`config.mk`:
```
export PLATFORM = sky130hd
export DESIGN_NAME = toaplan2_rom_arbiter
export DESIGN_NICKNAME = d
export VERILOG_FILES = /design/src/rtl/toaplan2_rom_arbiter.sv
export SDC_FILE = /design/constraint.sdc
export NUM_CORES = 1
export LEC_CHECK = 0
export CAP_MARGIN = 40
export CORE_MARGIN = 5
export CORE_UTILIZATION = 40
export DETAILED_ROUTE_END_ITERATION = 8
export PLACE_DENSITY = 0.63
export SYNTH_ARGS = -nofsm -noshare
export SYNTH_HDL_FRONTEND = slang
export SYNTH_SLANG_ARGS = --single-unit
```
`constraint.sdc`:
```
create_clock -name CLK -period 12.45 [get_ports CLK]
set_clock_uncertainty 0.1 [all_clocks]
set_input_delay 3.735 -clock CLK [delete_from_list [all_inputs] [get_ports CLK]]
set_output_delay 3.735 -clock CLK [all_outputs]
set_load 0.005 [all_outputs]
```
`src/rtl/toaplan2_rom_arbiter.sv`:
```
// toaplan2_rom_arbiter
//   N-channel ROM read arbiter sharing one SDRAM bank between graphics/PCM
//   fetch clients. Each channel has a one-entry cache (tag + data). A hit
//   gives CH_OK one cycle after the request. A miss queues one SDRAM read,
//   and only one read is outstanding at a time.
//
// Ports
//   CLK        system clock
//   RESET      asynchronous reset, active-low
//   CH_CS      per-channel read request (held while data is wanted)
//   CH_ADDR    per-channel word address, channel i at [i*AW +: AW]
//   CH_OK      per-channel data-valid for the current CH_ADDR (registered)
//   CH_DOUT    per-channel cached data, channel i at [i*DW +: DW]
//   BA_ADDR    SDRAM word address (AW zero-extended/truncated to 22 bits)
//   BA_RD      SDRAM read request, held until BA_ACK
//   BA_ACK     SDRAM accepted the request
//   BA_DOK     DATA_READ valid this cycle
//   BA_RDY     burst complete
//   DATA_READ  SDRAM read data
module toaplan2_rom_arbiter #(
    parameter int unsigned NCH       = 4,
    parameter int unsigned AW        = 22,
    parameter int unsigned DW        = 32,
    parameter int unsigned PRIO_MODE = 0
) (
    input  logic              CLK,
    input  logic              RESET,
    input  logic [NCH-1:0]    CH_CS,
    input  logic [NCH*AW-1:0] CH_ADDR,
    output logic [NCH-1:0]    CH_OK,
    output logic [NCH*DW-1:0] CH_DOUT,
    output logic [21:0]       BA_ADDR,
    output logic              BA_RD,
    input  logic              BA_ACK,
    input  logic              BA_DOK,
    input  logic              BA_RDY,
    input  logic [15:0]       DATA_READ
);

    localparam int unsigned IW    = (NCH > 1) ? $clog2(NCH) : 1;
    localparam int unsigned NBEAT = DW / 16;

    typedef enum logic [1:0] {IDLE, REQ, DATA, DONE} state_t;

    state_t         state;
    logic [NCH-1:0] valid;
    logic [NCH-1:0] hit;
    logic [NCH-1:0] miss;
    logic [AW-1:0]  tag  [NCH];
    logic [DW-1:0]  data [NCH];
    logic [DW-1:0]  beat_buf;
    logic [1:0]     beat_cnt;
    logic [IW-1:0]  ptr;
    logic [IW-1:0]  gidx;
    logic [AW-1:0]  gaddr;

    logic [IW-1:0]  shamt;
    logic [NCH-1:0] rot;
    logic [IW-1:0]  off;
    logic [IW:0]    sum;
    logic [IW-1:0]  gnt;
    logic [AW-1:0]  gnt_addr;

    always_comb begin
        hit     = '0;
        miss    = '0;
        CH_DOUT = '0;
        for (int unsigned i = 0; i < NCH; i++) begin
            hit[i]              = CH_CS[i] & valid[i] & (tag[i] == CH_ADDR[i*AW +: AW]);
            miss[i]             = CH_CS[i] & ~hit[i];
            CH_DOUT[i*DW +: DW] = data[i];
        end
    end

    // Rotate the miss vector so the search origin (PTR, or 0 in fixed-priority
    // mode) sits at bit 0, pick the lowest set bit, then rotate the offset back.
    always_comb begin
        shamt = (PRIO_MODE != 0) ? '0 : ptr;
        rot   = NCH'({miss, miss} >> shamt);
        off   = '0;
        for (int unsigned k = NCH; k > 0; k--) begin
            if (rot[k-1]) off = IW'(k - 1);
        end
        sum = {1'b0, shamt} + {1'b0, off};
        if (sum >= (IW+1)'(NCH)) sum = sum - (IW+1)'(NCH);
        gnt      = sum[IW-1:0];
        gnt_addr = '0;
        for (int unsigned i = 0; i < NCH; i++) begin
            if (gnt == IW'(i)) gnt_addr = CH_ADDR[i*AW +: AW];
        end
    end

    always_ff @(posedge CLK or negedge RESET) begin
        if (!RESET) begin
            state    <= IDLE;
            BA_RD    <= 1'b0;
            BA_ADDR  <= '0;
            CH_OK    <= '0;
            valid    <= '0;
            ptr      <= '0;
            gidx     <= '0;
            gaddr    <= '0;
            beat_buf <= '0;
            beat_cnt <= '0;
            for (int unsigned i = 0; i < NCH; i++) begin
                tag[i]  <= '0;
                data[i] <= '0;
            end
        end else begin
            CH_OK <= hit;
            case (state)
                IDLE: begin
                    if (|miss) begin
                        gidx     <= gnt;
                        gaddr    <= gnt_addr;
                        BA_ADDR  <= 22'(gnt_addr);
                        BA_RD    <= 1'b1;
                        beat_cnt <= '0;
                        state    <= REQ;
                    end
                end
                REQ: begin
                    if (BA_ACK) begin
                        BA_RD <= 1'b0;
                        state <= DATA;
                    end
                end
                DATA: begin
                    // The beat buffer is not cleared per transfer: a short
                    // burst leaves the upper half from the previous fill.
                    if (BA_DOK) begin
                        for (int unsigned b = 0; b < NBEAT; b++) begin
                            if (beat_cnt == 2'(b)) beat_buf[b*16 +: 16] <= DATA_READ;
                        end
                        if (beat_cnt != 2'd2) beat_cnt <= beat_cnt + 2'd1;
                    end
                    if (BA_RDY) state <= DONE;
                end
                DONE: begin
                    for (int unsigned i = 0; i < NCH; i++) begin
                        if (gidx == IW'(i)) begin
                            tag[i]   <= gaddr;
                            data[i]  <= beat_buf;
                            valid[i] <= 1'b1;
                        end
                    end
                    ptr   <= (gidx == IW'(NCH - 1)) ? '0 : gidx + IW'(1);
                    state <= IDLE;
                end
                default: state <= IDLE;
            endcase
        end
    end

endmodule

```
==> results of run 1 <==
## per-layer routing
layer | vias to the layer above | share of wire, %
met5 | - | 0.086
met4 | 4 | 2.2
met3 | 58 | 11
met2 | 337 | 44
met1 | 4213 | 43
li1 | 3743 | -
## cells in the final DEF (no fill, tap or decap), drive strengths merged, types with 8 or more instances in the layout
master,netlist,routed
buf,4,17
inv,9,11
nor2,8,8
dfrtp,287,287
xnor2,38,38
xor2,53,53
o21ai,31,31
mux2i,24,24
clkdlybuf4s50,0,266
nand2,24,24
nand4,10,10
ha,12,12
a222oi,21,21
nand3,10,10
mux2,248,248
clkbuf,30,56
nor4,14,14
## worst reg2reg max path, delay by kind of cell, from the launching register on
family          cells  cell delay, ps
flops               1             380
mux                 1             660
buf+inv             2             660
fa+ha+maj           1             210
compound gates      3            1000
xor+xnor            2             370
simple gates        6            1860
## worst paths after layout
check                      slack, ps   startpoint          end  cells past startpoint
hold / removal                   370     valid[2]     valid[2]                      1
setup reg to reg                7130      tag[87]     gaddr[6]                     15
hold reg to reg                  370     valid[2]     valid[2]                      1
min in group asynchronous       3130        RESET      tag[34]                      1
setup / recovery                3820  CH_ADDR[21]     gaddr[6]                     16
max in group asynchronous       7180        RESET  CH_DOUT[75]                      4
## sequential cells by signal, indices dropped and copies added, names as in the netlist
| register | flops |
|---|---|
| CH_DOUT | 128 |
| tag | 88 |
| beat_buf | 32 |
| gaddr | 22 |
| CH_OK | 4 |
| valid | 4 |
| beat_cnt | 2 |
| gidx | 2 |
| ptr | 2 |
| state | 2 |
| BA_RD | 1 |
## stage by stage
stage,util [%],std cells
2_1_floorplan,-,870
3_3_place_gp,50.8,1512
3_5_place_dp,51.0,1516
4_1_cts,54.9,1578
5_1_grt,54.9,1578
6_report,54.9,1579
## power by group through the flow
stage | clock [mW] | combinational (mW) | sequential, mW
6_report | 1.02 | 1.68 | 1.70
5_1_grt | 1.09 | 1.82 | 1.76
4_1_cts | 1.04 | 1.70 | 1.70
3_5_place_dp | 0 | 1.69 | 1.71
3_3_place_gp | 0 | 1.67 | 1.70
2_1_floorplan | 0 | 0.897 | 1.63
## cells by family after synthesis
group / synth area share, %
fa+ha+maj: 1.21
flops: 57.8
buf+inv: 1.48
compound gates: 4.71
mux: 24.4
simple gates: 3.98
xor+xnor: 6.47
## final cells by class
type	instances	area, µm²	area share, %
clock inverters	6	48.8	0.290
multi-input cells	540	5100	30.3
inverters	9	33.8	0.201
diodes	1	2.50	0.0149
repair buffers	284	2840	16.9
clock buffers	56	1130	6.70
well taps	396	495	2.94
flip-flops and latches	287	7180	42.7
==> results by group, run 1 <==
Outcome
  • Status: finished, final reports clean

Cells and area
  • Synthesis-to-layout area growth: 35.3%
  • Post-layout nets: 1282
  • Layout cells sized above 1: 28.3%
  • Design area: 0.0168 mm²
  • Fillers: 2607

Synthesis
  • EDFF count, synth: 0
  • Synthesized area per cell: 14.3 µm²
  • Synth warn: 0
  • Register area share after synthesis: 57.8%
  • Synth cell types: 48
  • Top-count cell post-synth: dfrtp_1
  • Main area contributors after synthesis: dfrtp_1, mux2_2, xor2_1, xnor2_1, mux2i_1
  • Yosys top cell area share: 57.8%
  • Syn_nets: 995
  • Synth async-reset ratio: 100%
  • Area leader, netlist: dfrtp_1
  • Netlist Area Pre-Place: 0.0124 mm²
  • Post-synthesis register bit count: 287
  • Post-synth top flop: dfrtp_1
  • Top post-synthesis cells by count: dfrtp_1, mux2_2, xor2_1
  • Mapped Cells: 870

Worst setup path
  • CP peak stage delay: 770 ps
  • Worst setup path class: primary input to flop
  • CP required: 12770 ps
  • CP Cell Sequence: clkdlybuf4s50_1 > xor2_1 > nor4_1 > clkdlybuf4s15_2 > nand4_1 > o41ai_1 > nand2_1 > nor3b_1 > or4_1 > ha_1 > xnor2_1 > or3_1 > mux2i_2 > buf_4 > a222oi_1 > o21ai_1
  • Slowest CP cell: o41ai_1
  • Worst setup EP type: flop
  • Crit path DAT: 8950 ps
  • Largest delay share family, worst path: simple AND/OR/NAND/NOR gates
  • Critical path buffer and inverter count: 3
  • Worst-path maximum fanout: 12
  • Kind of start point of the critical path: primary input

Timing
  • Fin. Hold Viols: 0
  • Fin crit period: 8630 ps
  • Worst-Margin Slew: 889 ps
  • Slew margin rel.: 40.0%
  • Fmax achieved: 0.116 GHz
  • Fin worst setup slack: 3820 ps
  • Unrepaired setup endpoints after global routing: false
  • Fin Hold WS: 367 ps
  • Final slew viol count: 0
  • Setup-failing EPs final: 0
  • Final cycle utilization of the critical path: 69.4%
  • Setup TNS: 0 ps

Floorplan
  • Die width: 186 µm
  • IO Pins: 268
  • Row Count: 64
  • Die ar.: 0.0347 mm²
  • Starting Density: 40.5%
  • Die H: 186 µm
  • Core ar.: 0.0307 mm²

Drt
  • Via count: 8355
  • Pre-antenna DRT Iters: 6
  • Drt drc: 0
  • ANT nets after route: 0
  • Drt total wl: 37.0 mm
  • Via/cell ratio: 5.29
  • Avg WL per Cell: 23.5 µm
  • Drt initial violations: 578

Clocking
  • Cts repair resizes: 0
  • CTS Buffer Depth: 3
  • CTS buffer count: 35
  • Hold buffer count at cts: 0
  • Setup Fix Bufs, Post-CTS: 0
  • Clk root buf: clkbuf_16
  • Worst skew pair latency: 510 ps
  • Clk pin slew, worst setup/hold paths: 60 ps
  • CTS H-tree depth: 2
  • CTS sink count: 287
  • CTS tree: done

GRT
  • Met2 usage: 31.6%
  • GRT Overall Usage: 21.1%
  • GRT overflow: 0
  • Met1 usage: 28.3%
  • GR Util met3: 9.29%
  • Vias in the first global route: 9088
  • Initial antenna violation count: 3
  • First-pass GRT wire length: 57.5 mm
  • Largest net degree at the start of global routing: 87
  • Busiest grt layer: met2

Power
  • Sequential Power Share: 38.6%
  • PD cells: 261 mW/mm²
  • Static leakage: 7.41 nW
  • Total power of the final layout: 4.39 mW
  • P_sw: 1.43 mW
  • Worst VDD drop: 0.126 mV
  • Combinational share of power: 38.2%
  • Pint: 2.96 mW
  • Clk network pwr share: 23.2%
  • Switching Fraction: 32.5%

Place
  • Setup WS pre-CTS: 3350 ps
  • Area after DPL: 0.0156 mm²
  • Final Wtd Congestion: 0.862
  • DP HPWL: 26.1 mm
  • PortBufs: 267

Flow run
  • Max cap viols: 0

Worst hold path
  • HP Class: flop to flop
Power figures use the tool's default switching activity.
==> run 2: changes to the inputs <==
==> constraint.sdc (replaced) <==
create_clock -name CLK -period 8 [get_ports CLK]
set_clock_uncertainty 0.1 [all_clocks]
set_input_delay 2.4 -clock CLK [delete_from_list [all_inputs] [get_ports CLK]]
set_output_delay 2.4 -clock CLK [all_outputs]
set_load 0.005 [all_outputs]
==> run 2 against run 1 <==
Compared with the run above:
- die area did not move
- critical path type unchanged
- register-to-register slack got worse by 4200 ps
- count of clock-buffer cells in the layout fell by 9
- largest power group is now combinational cells
- worst hold slack got worse by 1.4 ps
==> results by group, run 2 (synthesis results as in run 1) <==
Floorplan
  • Die ar.: 0.0347 mm² (unchanged)
  • Core ar.: 0.0307 mm² (unchanged)
  • Die H: 186 µm (unchanged)
  • Die width: 186 µm (unchanged)
  • IO Pins: 268 (unchanged)
  • Starting Density: 40.5% (unchanged)
  • Row Count: 64 (unchanged)

Place
  • Final Wtd Congestion: 0.867 (was 0.862)
  • PortBufs: 267 (unchanged)
  • Area after DPL: 0.0157 mm² (was 0.0156 mm²)
  • DP HPWL: 26.1 mm (about the same)

Power
  • Static leakage: 7.38 nW (was 7.41 nW)
  • Switching Fraction: 32.7% (was 32.5%)
  • PD cells: 405 mW/mm² (was 261 mW/mm²)
  • Combinational share of power: 39.3% (was 38.2%)
  • Pint: 4.58 mW (was 2.96 mW)
  • Worst VDD drop: 0.264 mV (was 0.126 mV)
  • Sequential Power Share: 38.6% (about the same)
  • Clk network pwr share: 22.2% (was 23.2%)
  • P_sw: 2.22 mW (was 1.43 mW)

Clocking
  • CTS buffer count: 34 (was 35)
  • Cts repair resizes: 0 (unchanged)
  • Clk pin slew, worst setup/hold paths: 60 ps (about the same)
  • Hold buffer count at cts: 0 (unchanged)
  • CTS sink count: 287 (unchanged)
  • Setup Fix Bufs, Post-CTS: 0 (unchanged)
  • CTS Buffer Depth: 3 (unchanged)
  • CTS tree: done (unchanged)
  • Worst skew pair latency: 510 ps (about the same)
  • CTS H-tree depth: 2 (unchanged)
  • Clk root buf: clkbuf_16 (unchanged)

GRT
  • GR Util met3: 9.29% (unchanged)
  • Initial antenna violation count: 2 (was 3)
  • Vias in the first global route: 9184 (was 9088)
  • Met1 usage: 26.5% (was 28.3%)
  • Met2 usage: 32.3% (was 31.6%)
  • GRT Overall Usage: 20.9% (was 21.1%)
  • GRT overflow: 0 (unchanged)
  • First-pass GRT wire length: 56.8 mm (was 57.5 mm)
  • Largest net degree at the start of global routing: 181 (was 87)
  • Busiest grt layer: met2 (unchanged)

Timing
  • Unrepaired setup endpoints after global routing: false (unchanged)
  • Final cycle utilization of the critical path: 87.7%
  • Slew margin rel.: 29.0% (was 40.0%)
  • Final slew viol count: 0 (unchanged)
  • Fin. Hold Viols: 0 (unchanged)
  • Worst-Margin Slew: 1070 ps (was 889 ps)
  • Setup-failing EPs final: 0 (unchanged)
  • Fin Hold WS: 365 ps (was 367 ps)
  • Fin crit period: 7010 ps
  • Setup TNS: 0 ps (unchanged)
  • Fmax achieved: 0.143 GHz

Cells and area
  • Fillers: 2588 (was 2607)
  • Max FFs per register: 128 (unchanged)
  • Post-layout nets: 1282 (unchanged)
  • Fin util: 54.8% (was 54.9%)
  • Design area: 0.0168 mm² (about the same)
  • Synthesis-to-layout area growth: 35.1% (was 35.3%)
  • Layout cells sized above 1: 28.0% (was 28.3%)
  • Reg area: 0.00718 mm² (unchanged)
  • Multi-input combinational cell area: 0.00510 mm² (unchanged)
  • Commonest non-fill, non-tap cells in the layout: dfrtp_1, clkdlybuf4s50_1, mux2_2, xor2_1, xnor2_1 (was dfrtp_1, clkdlybuf4s50_1, mux2_2, xor2_1)
  • Commonest non-fill, non-tap cell in the layout: dfrtp_1 (unchanged)

Drt
  • Drt initial violations: 683 (was 578)
  • Avg WL per Cell: 23.5 µm (about the same)
  • Via/cell ratio: 5.31 (was 5.29)
  • ANT nets after route: 0 (unchanged)
  • Via count: 8376 (was 8355)
  • Drt total wl: 37.0 mm (about the same)
  • Pre-antenna DRT Iters: 8 (was 6)
  • Drt drc: 0 (unchanged)

Worst setup path
  • Critical path's most frequent cell: or4_1
  • Worst setup EP type: flop (unchanged)
  • CP Cell Sequence: clkdlybuf4s50_1 > xor2_1 > or4_1 > or4_1 > o21ai_1 > nand2_1 > nor3b_1 > or4_1 > ha_1 > xnor2_1 > or3_1 > mux2i_2 > buf_4 > a222oi_1 > o21ai_1 (was clkdlybuf4s50_1 > xor2_1 > nor4_1 > clkdlybuf4s15_2 > nand4_1 > o41ai_1 > nand2_1 > nor3b_1 > or4_1 > ha_1 > xnor2_1 > or3_1 > mux2i_2 > buf_4 > a222oi_1 > o21ai_1)
  • Worst-path maximum fanout: 13 (was 12)
  • Worst setup path class: primary input to flop (unchanged)
  • CP peak stage delay: 680 ps (was 770 ps)
  • CP required: 8320 ps (was 12770 ps)
  • Crit path DAT: 7330 ps (was 8950 ps)
  • Slowest CP cell: mux2i_2 (was o41ai_1)
  • Kind of start point of the critical path: primary input (unchanged)

Worst hold path
  • HP Class: flop to flop (unchanged)

Flow run
  • Max cap viols: 0 (unchanged)

Outcome
  • Status: finished, final reports clean (unchanged)
==> run 2: through the flow <==
stage / worst slack [ps] / std cells / power, mW
after floorplan: 1890 / 870 / 3.93
after global placement: 636 / 1515 / 5.28
after detailed placement: 533 / 1517 / 5.34
after CTS: 1040 / 1575 / 6.89
after global routing: 730 / 1575 / 7.22
final: 988 / 1576 / 6.81
==> run 2: power by group through the flow <==
stage | registers [mW] | logic [mW] | clock network [mW]
3_3_place_gp | 2.63 | 2.65 | 0
4_1_cts | 2.63 | 2.71 | 1.55
5_1_grt | 2.72 | 2.89 | 1.61
2_1_floorplan | 2.53 | 1.40 | 0
6_report | 2.62 | 2.67 | 1.51
3_5_place_dp | 2.65 | 2.70 | 0
==> run 2: final timing paths <==
path	start	to	slack, ps	depth (start not counted)
min in group asynchronous	RESET	tag[79]	1830	1
min	valid[0]	valid[0]	370	1
max in group asynchronous	RESET	CH_DOUT[75]	4450	2
max reg2reg	tag[51]	gaddr[15]	2980	14
min reg2reg	valid[0]	valid[0]	370	1
max	CH_ADDR[43]	gaddr[15]	990	15
==> run 2: layout make-up <==
cell class | instances | area share (%)
multi-input combinational | 540 | 30.3
tap | 396 | 2.95
clock inverter | 11 | 0.797
timing repair buffer | 285 | 17.2
inverter | 9 | 0.201
clock buffer | 47 | 5.72
sequential | 287 | 42.8
antenna | 1 | 0.0149
==> run 2: worst max-delay path: cells and delay by family <==
| family | cells | cell delay (ps) |
|---|---|---|
| simple gates | 6 | 2260 |
| buf+inv | 2 | 820 |
| mux | 1 | 680 |
| compound gates | 3 | 510 |
| xor+xnor | 2 | 430 |
| fa+ha+maj | 1 | 210 |
==> run 2: per-layer routing <==
layer	vias up	wire length, µm
met5	-	7
met1	4188	15000
li1	3750	-
met4	2	1190
met3	75	4220
met2	361	16600
==> run 3: changes to the inputs <==
--- a/config.mk
+++ b/config.mk
@@ -10,6 +10,7 @@
 export CORE_UTILIZATION = 40
 export DETAILED_ROUTE_END_ITERATION = 8
 export PLACE_DENSITY = 0.63
+export REMOVE_ABC_BUFFERS = 1
 export SYNTH_ARGS = -nofsm -noshare
 export SYNTH_HDL_FRONTEND = slang
 export SYNTH_SLANG_ARGS = --single-unit
==> run 3 against run 2 <==
Compared with the run above:
- sequential share of layout area shrank 0.15 points
- sequential power is essentially flat
- power shrank 0.43%
- first-iteration DRC count shrank 42%
- cell area grew 0.35%
- combinational power is essentially flat
- global-route usage shrank 0.45 points
- clock power is essentially flat
- setup slack gained 260 ps
- critical path type unchanged
- highest routed layer is now met4
==> results by group, run 3 (synthesis results as in run 1) <==
Floorplan
  • Die H: 186 µm (unchanged)
  • Die width: 186 µm (unchanged)
  • Die ar.: 0.0347 mm² (unchanged)
  • IO Pins: 268 (unchanged)
  • Core ar.: 0.0307 mm² (unchanged)
  • Starting Density: 40.5% (unchanged)
  • Row Count: 64 (unchanged)

Clocking
  • Worst skew pair latency: 560 ps (was 510 ps)
  • Setup Fix Bufs, Post-CTS: 0 (unchanged)
  • Clk root buf: clkbuf_16 (unchanged)
  • CTS H-tree depth: 1 (was 2)
  • CTS sink count: 287 (unchanged)
  • CTS tree: done (unchanged)
  • Clk pin slew, worst setup/hold paths: 60 ps (about the same)
  • Hold buffer count at cts: 0 (unchanged)
  • CTS Buffer Depth: 3 (unchanged)
  • CTS buffer count: 31 (was 34)
  • Cts repair resizes: 0 (unchanged)

Drt
  • Pre-antenna DRT Iters: 7 (was 8)
  • Drt total wl: 36.1 mm (was 37.0 mm)
  • Drt initial violations: 398 (was 683)
  • Via count: 8290 (was 8376)
  • Drt drc: 0 (unchanged)
  • Via/cell ratio: 5.25 (was 5.31)
  • Avg WL per Cell: 22.9 µm (was 23.5 µm)
  • ANT nets after route: 0 (unchanged)

Worst setup path
  • Worst setup EP type: flop (unchanged)
  • Worst-path maximum fanout: 16 (was 13)
  • Reg2Reg Depth: 15 (was 14)
  • CP peak stage delay: 740 ps (was 680 ps)
  • Worst r2r src: tag[77] (was tag[51])
  • FF-to-FF setup slack: 3230 ps (was 2980 ps)
  • Slowest CP cell: nor4_1 (was mux2i_2)
  • Worst r2r dst: gaddr[3] (was gaddr[15])
  • Critical path's most frequent cell: buf_4 (was or4_1)
  • Worst setup path class: primary input to flop (unchanged)
  • Crit path DAT: 7060 ps (was 7330 ps)
  • CP Cell Sequence: clkdlybuf4s50_1 > xor2_1 > nor4_1 > nand4_1 > o41ai_1 > buf_4 > nand2_1 > nor3b_1 > or4_1 > ha_1 > xnor2_1 > or3_1 > mux2i_2 > buf_4 > a222oi_1 > o21ai_1 (was clkdlybuf4s50_1 > xor2_1 > or4_1 > or4_1 > o21ai_1 > nand2_1 > nor3b_1 > or4_1 > ha_1 > xnor2_1 > or3_1 > mux2i_2 > buf_4 > a222oi_1 > o21ai_1)
  • Kind of start point of the critical path: primary input (unchanged)
  • CP required: 8310 ps (was 8320 ps)

Outcome
  • Status: finished, final reports clean (unchanged)

Place
  • Placed cell count: 1521 (was 1517)
  • Area after DPL: 0.0158 mm² (was 0.0157 mm²)
  • PortBufs: 267 (unchanged)
  • Final Wtd Congestion: 0.834 (was 0.867)
  • DP HPWL: 25.6 mm (was 26.1 mm)

Power
  • Total power of the final layout: 6.78 mW (was 6.81 mW)
  • Worst VDD drop: 0.269 mV (was 0.264 mV)
  • PD cells: 402 mW/mm² (was 405 mW/mm²)
  • Static leakage: 7.44 nW (was 7.38 nW)

Timing
  • Fmax achieved: 0.148 GHz (was 0.143 GHz)
  • Setup-failing EPs final: 0 (unchanged)
  • Final cycle utilization of the critical path: 84.4% (was 87.7%)
  • Fin. Hold Viols: 0 (unchanged)
  • Unrepaired setup endpoints after global routing: false (unchanged)
  • Final slew viol count: 0 (unchanged)
  • Worst-Margin Slew: 898 ps (was 1070 ps)
  • Setup TNS: 0 ps (unchanged)
  • Slew margin rel.: 40.1% (was 29.0%)
  • Fin crit period: 6750 ps (was 7010 ps)
  • Fin Hold WS: 369 ps (was 365 ps)

Worst hold path
  • HP Class: flop to flop (unchanged)
  • Hold Startpoint: valid[0] (unchanged)
  • Worst Hold End: valid[0] (unchanged)
  • Hold Path Depth: 1 (unchanged)

Cells and area
  • Fillers: 2601 (was 2588)
  • Layout cells sized above 1: 28.7% (was 28.0%)
  • Commonest non-fill, non-tap cell in the layout: dfrtp_1 (unchanged)
  • Commonest non-fill, non-tap cells in the layout: dfrtp_1, clkdlybuf4s50_1, mux2_2, xor2_1, xnor2_1 (unchanged)
  • Post-layout nets: 1283 (was 1282)
  • Design area: 0.0169 mm² (was 0.0168 mm²)
  • Reg area: 0.00718 mm² (unchanged)
  • Max FFs per register: 128 (unchanged)
  • Synthesis-to-layout area growth: 35.6% (was 35.1%)
  • Final cell count without fillers: 1579 (was 1576)
  • Multi-input combinational cell area: 0.00511 mm² (was 0.00510 mm²)
  • ANT cells: 0 (was 1)

GRT
  • Largest net degree at the start of global routing: 119 (was 181)
  • GRT overflow: 0 (unchanged)
  • Vias in the first global route: 9124 (was 9184)
  • Initial antenna violation count: 0 (was 2)
  • GRT Overall Usage: 20.4% (was 20.9%)
  • First-pass GRT wire length: 56.6 mm (was 56.8 mm)

Flow run
  • Max cap viols: 0 (unchanged)
## run 3: cell count changes in the layout (fill, tap and decap cells not counted), moves of 2 or more
| cell | change |
|---|---|
| buf_16 | +2 |
| buf_4 | +3 |
| bufinv_16 | +3 |
| clkbuf_1 | -5 |
| clkbuf_16 | -4 |
| clkinv_2 | +5 |
| clkinv_8 | -2 |
| nand2_2 | -2 |
| nand2_4 | +2 |
## run 3: worst max-delay path: cells and delay by family
kind	cells	cell delay [ps]
multiplexers	1	90
AND/OR/NAND/NOR	6	2030
buffers and inverters	3	890
adder cells (fa/ha/maj)	1	210
AO/OA/AOI/OAI	3	810
XOR/XNOR	2	630
## run 3: metrics by stage
stage          utilization, %  setup slack (ps)
2_1_floorplan               -              1350
3_3_place_gp             51.0               874
3_5_place_dp             51.4               752
4_1_cts                  55.0              1270
5_1_grt                  55.0               995
6_report                 55.0              1250
## run 3: routing by layer
metal	track usage, %	up-vias	wire [µm]
li1	-	3742	-
met1	26.8	4202	15500
met2	32.1	302	16300
met3	8.26	44	3500
met4	4.63	0	779
met5	0	-	0
## run 3: worst max path at each step
stage | start | endpoint | slack, ps | cells past startpoint
2_1_floorplan | CH_ADDR[29] | gaddr[0] | 1350 | 13
3_3_place_gp | CH_ADDR[19] | gaddr[15] | 870 | 16
3_5_place_dp | CH_ADDR[19] | gaddr[0] | 750 | 16
4_1_cts | CH_ADDR[19] | gaddr[3] | 1270 | 16
5_1_grt | CH_ADDR[19] | gaddr[9] | 1000 | 16
6_report | CH_ADDR[19] | gaddr[3] | 1250 | 16
## run 3: layout make-up
type	count	area share, %
Inverter	9	0.200
Timing Repair Buffer	289	17.5
Tap cell	396	2.94
Sequential cell	287	42.6
Clock buffer	39	5.08
Multi-Input combinational cell	540	30.3
Clock inverter	19	1.38
## run 3: power breakdown
group	switching [mW]	internal [mW]	total [mW]
clock	0.593	0.917	1.51
combinational	1.08	1.56	2.64
sequential	0.510	2.11	2.62
total	2.18	4.59	6.78
